<file path="config.mk">
export PLATFORM = sky130hd
export DESIGN_NAME = rx_fifo_ctrl
export DESIGN_NICKNAME = d
export VERILOG_FILES = /design/src/rtl/rx_fifo_ctrl.sv
export SDC_FILE = /design/constraint.sdc
export NUM_CORES = 1
export LEC_CHECK = 0
export BUFFER_PORTS_ARGS = -buffer_cell sky130_fd_sc_hd__clkbuf_2
export CAP_MARGIN = 5
export CORE_ASPECT_RATIO = 1.4
export CORE_MARGIN = 2
export CORE_UTILIZATION = 60
export DETAILED_ROUTE_END_ITERATION = 8
export HOLD_SLACK_MARGIN = 0.06
export PLACE_DENSITY = 0.78
export SETUP_SLACK_MARGIN = 0.02
export SYNTH_ARGS = -nofsm -noshare
export SYNTH_HDL_FRONTEND = slang
export SYNTH_SLANG_ARGS = --single-unit
</file>
<file path="constraint.sdc">
create_clock -name Clk -period 3.45 [get_ports Clk]
set_input_delay 0.1725 -clock Clk [delete_from_list [all_inputs] [get_ports Clk]]
set_output_delay 0.1725 -clock Clk [all_outputs]
set_load 0.05 [all_outputs]
</file>
<file path="src/rtl/rx_fifo_ctrl.sv">
// rx_fifo_ctrl
//   Receive-side buffer between the UART receive engine and the host bus.
//   It captures each completed byte with its error flags, acknowledges the
//   engine with a one-cycle strobe, and presents a first-word-fall-through
//   queue to the host.
//
// Ports
//   Clk           system clock, rising edge
//   Rst           synchronous active-low reset
//   rx_data       received byte from the engine
//   rx_rdy        engine byte ready, held until acknowledged
//   rx_p_err      parity error for rx_data
//   rx_frm_err    framing error for rx_data
//   rx_ov_err     engine overrun, a byte was lost before this one
//   rx_rd_strb    one-cycle acknowledge back to the engine
//   host_rd       pop the head entry, ignored while empty
//   host_data     head entry data, valid while empty=0
//   host_err      head entry flags {ov,frm,p}, valid while empty=0
//   empty         no entries
//   full          count == DEPTH
//   almost_full   count >= AF_LEVEL
//   count         number of entries, 0..DEPTH
//
// Capture FSM
//   state  | meaning
//   S_IDLE | waiting for rx_rdy; captures when not full
//   S_WAIT | byte captured; waiting for the engine to drop rx_rdy
module rx_fifo_ctrl #(
    parameter int DEPTH    = 16,
    parameter int AW       = 4,
    parameter int AF_LEVEL = 12
) (
    input  logic          Clk,
    input  logic          Rst,
    input  logic [7:0]    rx_data,
    input  logic          rx_rdy,
    input  logic          rx_p_err,
    input  logic          rx_frm_err,
    input  logic          rx_ov_err,
    output logic          rx_rd_strb,
    input  logic          host_rd,
    output logic [7:0]    host_data,
    output logic [2:0]    host_err,
    output logic          empty,
    output logic          full,
    output logic          almost_full,
    output logic [AW:0]   count
);

    typedef enum logic {
        S_IDLE = 1'b0,
        S_WAIT = 1'b1
    } state_t;

    localparam logic [AW:0]   DEPTH_CNT = (AW+1)'(DEPTH);
    localparam logic [AW:0]   AF_CNT    = (AW+1)'(AF_LEVEL);
    localparam logic [AW:0]   CNT_ONE   = (AW+1)'(1);
    localparam logic [AW-1:0] PTR_ONE   = AW'(1);

    state_t        state_q, state_d;
    logic [AW-1:0] wptr_q, wptr_d;
    logic [AW-1:0] rptr_q, rptr_d;
    logic [AW:0]   count_q, count_d;
    logic          strb_q, strb_d;
    logic          wr_en, rd_en;
    logic [10:0]   head_entry;

    // Storage is deliberately left out of reset; stale entries are never
    // visible because the pointers and count are cleared.
    logic [10:0]   mem_q [DEPTH];

    // State register
    always_ff @(posedge Clk) begin
        if (!Rst) begin
            state_q <= S_IDLE;
            wptr_q  <= '0;
            rptr_q  <= '0;
            count_q <= '0;
            strb_q  <= 1'b0;
        end else begin
            state_q <= state_d;
            wptr_q  <= wptr_d;
            rptr_q  <= rptr_d;
            count_q <= count_d;
            strb_q  <= strb_d;
        end
    end

    always_ff @(posedge Clk) begin
        if (wr_en) begin
            mem_q[wptr_q] <= {rx_ov_err, rx_frm_err, rx_p_err, rx_data};
        end
    end

    // Next-state logic
    always_comb begin
        state_d = state_q;
        case (state_q)
            S_IDLE: if (rx_rdy && !full) state_d = S_WAIT;
            S_WAIT: if (!rx_rdy)         state_d = S_IDLE;
            default:                     state_d = S_IDLE;
        endcase
    end

    // Output / datapath logic. full comes from the registered count, so a
    // read while full only frees the slot for the following edge.
    always_comb begin
        wr_en   = (state_q == S_IDLE) && rx_rdy && !full;
        rd_en   = host_rd && !empty;
        strb_d  = wr_en;
        wptr_d  = wr_en ? (wptr_q + PTR_ONE) : wptr_q;
        rptr_d  = rd_en ? (rptr_q + PTR_ONE) : rptr_q;
        count_d = count_q;
        case ({wr_en, rd_en})
            2'b10:   count_d = count_q + CNT_ONE;
            2'b01:   count_d = count_q - CNT_ONE;
            default: count_d = count_q;
        endcase
    end

    assign empty       = (count_q == '0);
    assign full        = (count_q == DEPTH_CNT);
    assign almost_full = (count_q >= AF_CNT);
    assign count       = count_q;
    assign rx_rd_strb  = strb_q;

    assign head_entry  = mem_q[rptr_q];
    assign host_data   = head_entry[7:0];
    assign host_err    = head_entry[10:8];

endmodule

</file>
# Word-level counts from Yosys, hierarchy flattened
# Memory sizes are Yosys's and may differ from the RTL's. A register that Yosys moved wholly into a read port is not among the register bits.
# Index checks and enable logic that the tools add are counted.
[op_classes]
addsub = 4
n_lt_le_gt_ge = 1
n_bitwise = 1
eq_ne = 3
muxes = 8
n_reduce_logical = 8
[op_table]
columns = ["operator", "n"]
rows = [
  ["case mux 5 bit (2 select lines)", 1],
  ["adder 4 x 1 -> 4 bit, second input constant", 2],
  ["2-to-1 mux 4 bit", 2],
  ["adder 5 x 1 -> 5 bit, second input constant", 1],
  ["== test 5 bit, second input constant", 1],
  [">= comparator 5 x 4 -> 1 bit, second input constant", 1],
  ["zero test 5 bit", 1],
  ["subtractor 5 x 1 -> 5 bit, second input constant", 1],
  ["logical AND 1 bit", 4],
  ["2-to-1 mux 1 bit", 4],
  ["== test 2 x 1 -> 1 bit, second input constant", 1],
  ["== test 2 bit, second input constant", 1],
  ["zero test 1 bit", 2],
  ["case mux 1 bit (2 select lines)", 1],
  ["nonzero test 2 bit", 1],
  ["inverter 1 bit", 1],
]
[totals]
ramBits = 176
word_cells = 31
input_bits = 15
out_inout_bits = 20
memories = 1
reg_bits = 15
[memory_table]
columns = ["name", "words", "word_bits", "read_ports", "rd_clocked_by_memory_dff", "write_ports", "line_no", "source"]
rows = [
  ["mem_q", 16, 11, 1, 1, 1, "70", "logic [10:0] mem_q [DEPTH];"],
]

# Longest topological paths before layout
# Gate-level depths: netlist of run 1.
[logic_depth]
ltp_word = 5
depth_mapped = 13
depth_no_buf = 10

# Worst setup path after synthesis of run 1
# Ideal clock, no wire load.
[synth_path]
path_type = "register -> register"
from = "reg count_q[1] (netlist: count[1])"
to = "reg count_q[4] (netlist: count[4])"
n_path_buf = 2
synth_period_minus_slack_ns = 3.121
path_slack_ns = 0.329
setup_time_ns = 0.076
t_arrival_ns = 3.045
required_ns = 3.374
stages_incl_launch_ff = 12
path_cell_list = "dfxtp_1 buf_6 or4_4 o21a_4 ha_1 clkbuf_1 xor2_1 ha_1 a31oi_1 nor4b_1 or4_1 a21boi_0"
[synth_between]
elab_chain_cells = 5
elab_cells_between_ends = 12
cone_classes = "2 x add/sub; 3 x eq/ne; 1 x mux; 6 x reduce/logical"
[synth_rtl]
columns = ["element", "line_no", "source"]
rows = [
  ["start: declaration", "63", "logic [AW:0] count_q, count_d;"],
  ["start signal: assignment", "84", "count_q <= count_d;"],
  ["zero test 5 bit (*)", "121", "assign empty = (count_q == '0);"],
  ["zero test 1 bit (*)", "109", "rd_en = host_rd && !empty;"],
  ["logical AND 1 bit (*)", "109", ""],
  ["net rd_en", "65", "logic wr_en, rd_en;"],
  ["== test 2 x 1 -> 1 bit / == test 2 bit (equally long branches)", "114", "case ({wr_en, rd_en})"],
  ["case mux 5 bit (2 select lines) / nonzero test 2 bit (equally long branches)", "n/a", ""],
]
# Mark *: on every way through the listed nets, which the timed path passes. The rest lies on a longest branch.
# A chain may end at the register's enable or synchronous reset.

==> results of run 1 <==
==> sequential cells by signal (all words and copies together), names as in the netlist, named ones only <==
register,cells
mem_q,176
state_q,1
rptr_q,4
count,5
rx_rd_strb,1
wptr_q,4
==> Yosys cell counts <==
master / n / area, sq um
sky130_fd_sc_hd__and2_1: 11 / 68.8
sky130_fd_sc_hd__mux4_2: 17 / 383
sky130_fd_sc_hd__a311oi_1: 1 / 8.76
sky130_fd_sc_hd__and3b_1: 1 / 8.76
sky130_fd_sc_hd__nand4_2: 1 / 12.5
sky130_fd_sc_hd__a21boi_0: 2 / 15.0
sky130_fd_sc_hd__buf_8: 1 / 15.0
sky130_fd_sc_hd__or4_1: 1 / 7.51
sky130_fd_sc_hd__nand2b_1: 4 / 25.0
sky130_fd_sc_hd__xnor2_1: 7 / 61.3
sky130_fd_sc_hd__nor4b_1: 1 / 8.76
sky130_fd_sc_hd__nand2_1: 9 / 33.8
sky130_fd_sc_hd__ha_1: 8 / 100
sky130_fd_sc_hd__o211a_1: 1 / 10.0
sky130_fd_sc_hd__a21o_1: 3 / 22.5
sky130_fd_sc_hd__nor3b_1: 1 / 7.51
sky130_fd_sc_hd__mux2i_1: 2 / 20.0
sky130_fd_sc_hd__nand4_1: 1 / 6.26
sky130_fd_sc_hd__a21oi_1: 3 / 15.0
sky130_fd_sc_hd__nor4_1: 1 / 6.26
sky130_fd_sc_hd__nor2_1: 14 / 52.6
sky130_fd_sc_hd__edfxtp_1: 176 / 5290
sky130_fd_sc_hd__dfxtp_1: 19 / 380
sky130_fd_sc_hd__o21ai_0: 5 / 25.0
sky130_fd_sc_hd__buf_2: 2 / 10.0
sky130_fd_sc_hd__o21a_4: 1 / 15.0
sky130_fd_sc_hd__buf_1: 3 / 11.3
sky130_fd_sc_hd__mux4_1: 38 / 998
sky130_fd_sc_hd__nor3_1: 4 / 20.0
sky130_fd_sc_hd__nor2b_1: 4 / 25.0
sky130_fd_sc_hd__a31oi_1: 1 / 6.26
sky130_fd_sc_hd__inv_1: 4 / 15.0
sky130_fd_sc_hd__buf_12: 1 / 20.0
sky130_fd_sc_hd__or3_1: 1 / 6.26
sky130_fd_sc_hd__buf_6: 4 / 45.0
sky130_fd_sc_hd__nand3_1: 2 / 10.0
sky130_fd_sc_hd__clkbuf_1: 10 / 37.5
sky130_fd_sc_hd__o31ai_1: 1 / 7.51
sky130_fd_sc_hd__xor2_1: 3 / 26.3
sky130_fd_sc_hd__or4_4: 1 / 11.3
==> path summary, 6_finish.rpt <==
check | slack, ps | start | cells past startpoint | endpoint
max | 390 | flop | 4 | host_data[7]
max reg2reg | 480 | count[1] | 9 | count[4]
min reg2reg | 510 | state_q | 1 | state_q
min | 140 | rx_data[4] | 1 | mem_q[11][4]
==> routing by layer <==
layer / part of all wire / up-vias / GRT usage
li1: - / 1658 / -
met2: 0.52 / 173 / 0.369
met3: 0.064 / 32 / 0.0573
met4: 0.028 / 0 / 0.0901
met5: 0 / - / 0
met1: 0.39 / 1885 / 0.297
==> metrics by stage <==
| stage | hold slack [ps] | util | std cells | total power, mW |
|---|---|---|---|---|
| 3_5_place_dp | 418 | 0.643 | 556 | 4.09 |
| 4_1_cts | 138 | 0.695 | 589 | 6.22 |
| 5_1_grt | 178 | 0.695 | 589 | 6.39 |
| 3_3_place_gp | 406 | 0.643 | 556 | 4.06 |
| 2_1_floorplan | 271 | - | 370 | 3.84 |
| 6_report | 145 | 0.695 | 589 | 6.18 |
==> layout make-up <==
type | count | area share
Clock buffer | 17 | 0.0478
Clock inverter | 15 | 0.0254
Inverter | 4 | 0.00169
Multi-Input combinational cell | 150 | 0.230
Sequential cell | 195 | 0.637
Tap cell | 153 | 0.0215
Timing Repair Buffer | 55 | 0.0371
==> repair_timing <==
action / in CTS / in global routing
gates resized for setup: 0 / 0
hold endpoints to repair: 1 / 0
buffers inserted: 0 / 0
hold buffers: 1 / 0
==> power by group through the flow <==
| stage | clock [mW] | combinational, mW | sequential (mW) |
|---|---|---|---|
| after CTS | 2.17 | 1.29 | 2.76 |
| after global routing | 2.26 | 1.36 | 2.77 |
| after floorplan | 0 | 1.00 | 2.84 |
| final | 2.14 | 1.28 | 2.76 |
| after global placement | 0 | 1.25 | 2.80 |
| after detailed placement | 0 | 1.28 | 2.81 |
==> logic make-up after synthesis <==
| family | share of synthesized area |
|---|---|
| AND/OR/NAND/NOR | 0.0396 |
| adder cells (fa/ha/maj) | 0.0128 |
| flip-flops | 0.722 |
| multiplexers | 0.179 |
| XOR/XNOR | 0.0112 |
| buffers and inverters | 0.0196 |
| AO/OA/AOI/OAI | 0.0160 |
==> metrics.txt, run 1 <==
# TYPE chip_impl_metric gauge
chip_impl_metric{name="wire_length_of_the_first_global_routing_pass",unit="microns"} 22500
chip_impl_metric{name="post-dp-hpwl",unit="microns"} 8770
chip_impl_metric{name="globalRouteTotalUtil",unit=""} 0.228
chip_impl_metric{name="setup-tns-final",unit="ps"} 0
chip_impl_metric{name="placement.io_buffers",unit=""} 34
chip_impl_metric{name="switching_fraction_of_total_power",unit=""} 0.278
chip_impl_metric{name="delay_of_the_slowest_critical_path_stage",unit="ps"} 700
chip_impl_metric{name="worst-path-max-fanout",unit=""} 18
chip_impl_metric{name="die_width",unit="microns"} 101
chip_impl_metric{name="area_after_dpl",unit="sq mm"} 0.00824
chip_impl_metric{name="p_comb_frac",unit=""} 0.207
chip_impl_metric{name="flow.area_growth_from_synthesis",unit="%"} 13.5
chip_impl_metric{name="final.min_clock_period",unit="ps"} 3060
chip_impl_metric{name="worst_slew_pin_slew",unit="ps"} 918
chip_impl_metric{name="final.setup_skew",unit="ps"} 6.60
chip_impl_metric{name="max_slew_margin",unit=""} 0.387
chip_impl_metric{name="detailedPlace.worstSlack",unit="ps"} 514
chip_impl_metric{name="coreArea",unit="sq mm"} 0.0128
chip_impl_metric{name="initial_core_util",unit=""} 0.612
chip_impl_metric{name="route.antenna.remaining_nets",unit=""} 0
chip_impl_metric{name="pwr-share-seq",unit=""} 0.447
chip_impl_metric{name="detailroute.via_count",unit=""} 3748
chip_impl_metric{name="p_clk_frac",unit=""} 0.346
chip_impl_metric{name="arrival_time_reported_for_the_critical_path_endpoint",unit="ps"} 2890
chip_impl_metric{name="die_height",unit="microns"} 139
chip_impl_metric{name="final_min_period_over_clock_period",unit=""} 0.887
chip_impl_metric{name="clock_latency",unit="ps"} 430
chip_impl_metric{name="synth.yosys.warnings",unit=""} 0
chip_impl_metric{name="fin_nets",unit=""} 446
chip_impl_info{name="crit_family",value="multiplexers"} 1
chip_impl_metric{name="syn_nets",unit=""} 393
chip_impl_metric{name="multiInputGateArea",unit="sq mm"} 0.00204
chip_impl_metric{name="number_of_antenna_violations_at_the_first_check_in_global_routing",unit=""} 0
chip_impl_metric{name="synth.cell_area",unit="sq mm"} 0.00784
chip_impl_metric{name="clock_tree.buffer_depth",unit=""} 2
chip_impl_metric{name="grt_overflow",unit=""} 0
chip_impl_metric{name="vias_per_cell",unit=""} 6.36
chip_impl_metric{name="pin_count",unit=""} 35
chip_impl_metric{name="placementRows",unit=""} 49
chip_impl_info{name="rsz0062_at_grt",value="no"} 1
chip_impl_metric{name="slew_violations",unit=""} 0
chip_impl_metric{name="first_pass_iters",unit=""} 5
chip_impl_metric{name="insertedDiodeCount",unit=""} 0
chip_impl_metric{name="power.internal",unit="mW"} 4.47
chip_impl_info{name="cts_tree",value="yes"} 1
chip_impl_metric{name="drive_gt1_frac",unit=""} 0.257
chip_impl_metric{name="number_of_drc_markers_in_iteration_0",unit=""} 389
chip_impl_metric{name="synth.distinct_cells",unit=""} 40
chip_impl_metric{name="floorplan.die_area",unit="sq mm"} 0.0140
chip_impl_info{name="layout_common_cells",value="sky130_fd_sc_hd__edfxtp_1 (176), sky130_fd_sc_hd__mux4_1 (38), sky130_fd_sc_hd__clkbuf_2 (34), sky130_fd_sc_hd__buf_4 (20)"} 1
chip_impl_metric{name="ys_seq_area_frac",unit=""} 0.722
chip_impl_metric{name="area.sequential",unit="sq mm"} 0.00567
chip_impl_info{name="min-delay-path-class",value="in2reg"} 1
chip_impl_info{name="worst_path_class_setup",value="reg2out"} 1
chip_impl_metric{name="setup_violations",unit=""} 0
chip_impl_metric{name="power.static_leakage",unit="nW"} 3.03
chip_impl_metric{name="max_cap_violations",unit=""} 0
chip_impl_info{name="setup.worst_path.start_class",value="flop"} 1
chip_impl_metric{name="postLayoutCellArea",unit="sq mm"} 0.00890
chip_impl_metric{name="power.density_cell_area",unit="mW/mm^2"} 695
chip_impl_metric{name="clk_slew_on_worst_s_h_paths",unit="ps"} 70
chip_impl_metric{name="final_weighted_congestion_in_routability_driven_placement",unit=""} 0.812
chip_impl_metric{name="p_switching",unit="mW"} 1.72
chip_impl_metric{name="vdd_drop_max",unit="mV"} 0.795
chip_impl_metric{name="maximum_number_of_pins_on_one_net_before_global_route_repair",unit=""} 45
chip_impl_info{name="setup.worst_path.end_class",value="primary output"} 1
chip_impl_info{name="crit_path_cell_trace",value="buf_4 -> mux4_1 -> mux4_2 -> clkbuf_2"} 1
chip_impl_metric{name="synth.avg_cell_area",unit="sq um"} 21.2
chip_impl_metric{name="clkSinkCount",unit=""} 195
chip_impl_metric{name="detail_route.wl_per_cell",unit="microns"} 24.9
chip_impl_info{name="run_status",value="complete, no violations"} 1
chip_impl_info{name="slowest_library_cell_on_the_worst_path",value="sky130_fd_sc_hd__dfxtp_2"} 1
chip_impl_metric{name="number_of_buffers_and_inverters_on_the_critical_path",unit=""} 2
chip_impl_metric{name="ctsHtreeMaxLevel",unit=""} 4
chip_impl_metric{name="required",unit="ps"} 3280
chip_impl_metric{name="postSynthCellCount",unit=""} 370
chip_impl_info{name="clock_tree.root_cell",value="sky130_fd_sc_hd__clkbuf_16"} 1
chip_impl_metric{name="via_count_of_the_first_global_routing_pass",unit=""} 3866
chip_impl_info{name="layout_commonest_cell",value="sky130_fd_sc_hd__edfxtp_1"} 1
chip_impl_metric{name="flip_flop_and_latch_count_after_synthesis",unit=""} 195
chip_impl_metric{name="numCtsBuffers",unit=""} 17
chip_impl_metric{name="final_critical_path_setup_slack",unit="ps"} 390
chip_impl_metric{name="detail_route.wirelength",unit="microns"} 14700
chip_impl_metric{name="drcViolationCount",unit=""} 0
chip_impl_metric{name="fmax",unit="MHz"} 327
chip_impl_metric{name="count_of_filler_cells_inserted_in_the_layout",unit=""} 766
chip_impl_metric{name="timing.final.hold_violations",unit=""} 0
(Power assumes the default switching activity.)
==> run 2: changes to the inputs <==
clock period = 2.9 ns   (was 3.45 ns; I/O delays follow)
==> metrics.txt, run 2 (synthesis results as in run 1) <==
# TYPE chip_impl_metric gauge
chip_impl_metric{name="worst_slew_pin_slew",unit="ps"} 740
chip_impl_metric{name="number_of_drc_markers_in_iteration_0",unit=""} 298
chip_impl_metric{name="timing.hold.worst_path_depth",unit=""} 1
chip_impl_info{name="cts_tree",value="yes"} 1
chip_impl_metric{name="setup_violations",unit=""} 0
chip_impl_metric{name="first_pass_iters",unit=""} 4
chip_impl_metric{name="via_count_of_the_first_global_routing_pass",unit=""} 3927
chip_impl_metric{name="numCtsBuffers",unit=""} 17
chip_impl_info{name="worst_r2r_endpoint",value="count[4]"} 1
chip_impl_metric{name="detail_route.wl_per_cell",unit="microns"} 25.0
chip_impl_metric{name="route.antenna.remaining_nets",unit=""} 0
chip_impl_metric{name="initial_core_util",unit=""} 0.612
chip_impl_metric{name="wire_length_of_the_first_global_routing_pass",unit="microns"} 22900
chip_impl_info{name="layout_common_cells",value="sky130_fd_sc_hd__edfxtp_1 (176), sky130_fd_sc_hd__mux4_1 (38), sky130_fd_sc_hd__clkbuf_2 (34), sky130_fd_sc_hd__buf_4 (31)"} 1
chip_impl_metric{name="fmax",unit="MHz"} 365
chip_impl_metric{name="drcViolationCount",unit=""} 0
chip_impl_info{name="rsz0062_at_grt",value="no"} 1
chip_impl_info{name="timing.hold.worst.start",value="rx_data[1]"} 1
chip_impl_metric{name="post-dp-hpwl",unit="microns"} 9440
chip_impl_metric{name="final_weighted_congestion_in_routability_driven_placement",unit=""} 0.804
chip_impl_metric{name="timing.final.hold_violations",unit=""} 0
chip_impl_info{name="setup.worst_path.start_class",value="flop"} 1
chip_impl_metric{name="final_core_density",unit=""} 0.699
chip_impl_metric{name="timing.reg2reg.worst_path_depth",unit=""} 9
chip_impl_metric{name="setup-tns-final",unit="ps"} 0
chip_impl_metric{name="max_slew_margin",unit=""} 0.506
chip_impl_metric{name="grt_overflow",unit=""} 0
chip_impl_metric{name="drive_gt1_frac",unit=""} 0.282
chip_impl_metric{name="number_of_antenna_violations_at_the_first_check_in_global_routing",unit=""} 0
chip_impl_metric{name="area.sequential",unit="sq mm"} 0.00567
chip_impl_metric{name="count_of_filler_cells_inserted_in_the_layout",unit=""} 760
chip_impl_info{name="rr_startpoint",value="count[1]"} 1
chip_impl_metric{name="globalRouteTotalUtil",unit=""} 0.231
chip_impl_info{name="setup.worst_path.end_class",value="flop"} 1
chip_impl_metric{name="floorplan.die_area",unit="sq mm"} 0.0140
chip_impl_metric{name="final.min_clock_period",unit="ps"} 2740
chip_impl_metric{name="clk_slew_on_worst_s_h_paths",unit="ps"} 70
chip_impl_metric{name="largest_register_ffs",unit=""} 176
chip_impl_metric{name="clock_tree.buffer_depth",unit=""} 2
chip_impl_metric{name="final_min_period_over_clock_period",unit=""} 0.946
chip_impl_metric{name="vias_per_cell",unit=""} 6.32
chip_impl_metric{name="worst-path-max-fanout",unit=""} 9
chip_impl_metric{name="detail_route.wirelength",unit="microns"} 15000
chip_impl_info{name="max_flop_register",value="mem_q"} 1
chip_impl_metric{name="multiInputGateArea",unit="sq mm"} 0.00207
chip_impl_metric{name="arrival_time_reported_for_the_critical_path_endpoint",unit="ps"} 3100
chip_impl_metric{name="flow.area_growth_from_synthesis",unit="%"} 14.2
chip_impl_metric{name="power.static_leakage",unit="nW"} 3.08
chip_impl_metric{name="fin_nets",unit=""} 457
chip_impl_metric{name="vdd_drop_max",unit="mV"} 0.976
chip_impl_info{name="min-delay-path-class",value="in2reg"} 1
chip_impl_metric{name="cts.repair_timing.setup_buffer_count",unit=""} 0
chip_impl_info{name="clock_tree.root_cell",value="sky130_fd_sc_hd__clkbuf_16"} 1
chip_impl_metric{name="coreArea",unit="sq mm"} 0.0128
chip_impl_info{name="hold-path-endpoint",value="mem_q[6][1]"} 1
chip_impl_info{name="layout_commonest_cell",value="sky130_fd_sc_hd__edfxtp_1"} 1
chip_impl_metric{name="slew_violations",unit=""} 0
chip_impl_metric{name="detailroute.via_count",unit=""} 3792
chip_impl_metric{name="required",unit="ps"} 3260
chip_impl_metric{name="die_width",unit="microns"} 101
chip_impl_metric{name="clock_latency",unit="ps"} 430
chip_impl_metric{name="die_height",unit="microns"} 139
chip_impl_metric{name="placementRows",unit=""} 49
chip_impl_metric{name="insertedDiodeCount",unit=""} 0
chip_impl_metric{name="final.setup_skew",unit="ps"} 9.78
chip_impl_metric{name="pin_count",unit=""} 35
chip_impl_info{name="worst_path_class_setup",value="reg2reg"} 1
chip_impl_metric{name="maximum_number_of_pins_on_one_net_before_global_route_repair",unit=""} 25
chip_impl_metric{name="rrSetupSlack",unit="ps"} 160
chip_impl_metric{name="max_cap_violations",unit=""} 0
chip_impl_metric{name="clkSinkCount",unit=""} 195
chip_impl_metric{name="power.density_cell_area",unit="mW/mm^2"} 806
chip_impl_metric{name="ctsHtreeMaxLevel",unit=""} 4
chip_impl_info{name="run_status",value="complete, no violations"} 1
chip_impl_metric{name="placement.io_buffers",unit=""} 34
run 2: cell types whose count changed in the layout (fill, tap and decap cells not counted), sizes merged:
cell | previous run | this run
inv | 8 | 11
clkinvlp | 4 | 0
clkbuf | 51 | 52
bufinv | 5 | 2
clkinv | 2 | 5
buf | 20 | 31
run 2: how the worst max path moves through the flow:
stage               endpoint  cells past startpoint      from  slack (ps)
floorplan           count[4]                     11  count[1]          30
global placement    count[4]                      9  count[1]         200
detailed placement  count[4]                      9  count[0]         160
CTS                 count[4]                      9  count[0]         150
global route        count[4]                      9  count[0]          30
finish              count[4]                      9  count[1]         160
run 2: repair_timing:
item                                    CTS  global route
resized for setup                         0             1
endpoints found under the setup margin    0             1
hold endpoints to repair                  1             0
hold buffers                              1             0
run 2: area by class of cell:
class,count,share of cell area
inverter,4,0.00168
timing repair buffer,66,0.0461
clock inverter,14,0.0186
clock buffer,18,0.0479
sequential,195,0.633
tap,153,0.0214
multi-input combinational,150,0.231
run 2: per-layer routing:
layer	GRT usage	routed length, microns
met5	0	0
met4	0.106	498
met3	0.0558	962
met2	0.375	7890
met1	0.296	5670
run 2: power by group:
group / total [mW] / leakage [nW] / internal, mW / switching, mW
sequential: 3.27 / 1.74 / 3.17 / 0.0969
combinational: 1.61 / 1.04 / 0.634 / 0.977
clock: 2.34 / 0.295 / 1.30 / 1.04
total: 7.22 / 3.08 / 5.11 / 2.12
run 2: per-stage QoR:
step	instances	power, mW	cell area (sq um)	setup slack, ps	hold slack [ps]
CTS	600	7.27	8950	152	104
global placement	567	4.89	8340	201	383
finish	600	7.22	8960	158	134
detailed placement	567	4.93	8340	161	397
floorplan	370	4.60	7880	31.5	244
global route	600	7.50	8960	32.8	123
run 2: critical path, stage by stage, from the launching register on:
cell and delay [ps]:
sky130_fd_sc_hd__dfxtp_4 380, sky130_fd_sc_hd__or4_4 520, sky130_fd_sc_hd__o21a_4 240, sky130_fd_sc_hd__ha_2 240, sky130_fd_sc_hd__xor2_1 160, sky130_fd_sc_hd__ha_1 230, sky130_fd_sc_hd__a31oi_4 190, sky130_fd_sc_hd__nor4b_2 80
sky130_fd_sc_hd__or4_1 500, sky130_fd_sc_hd__a21boi_1 140
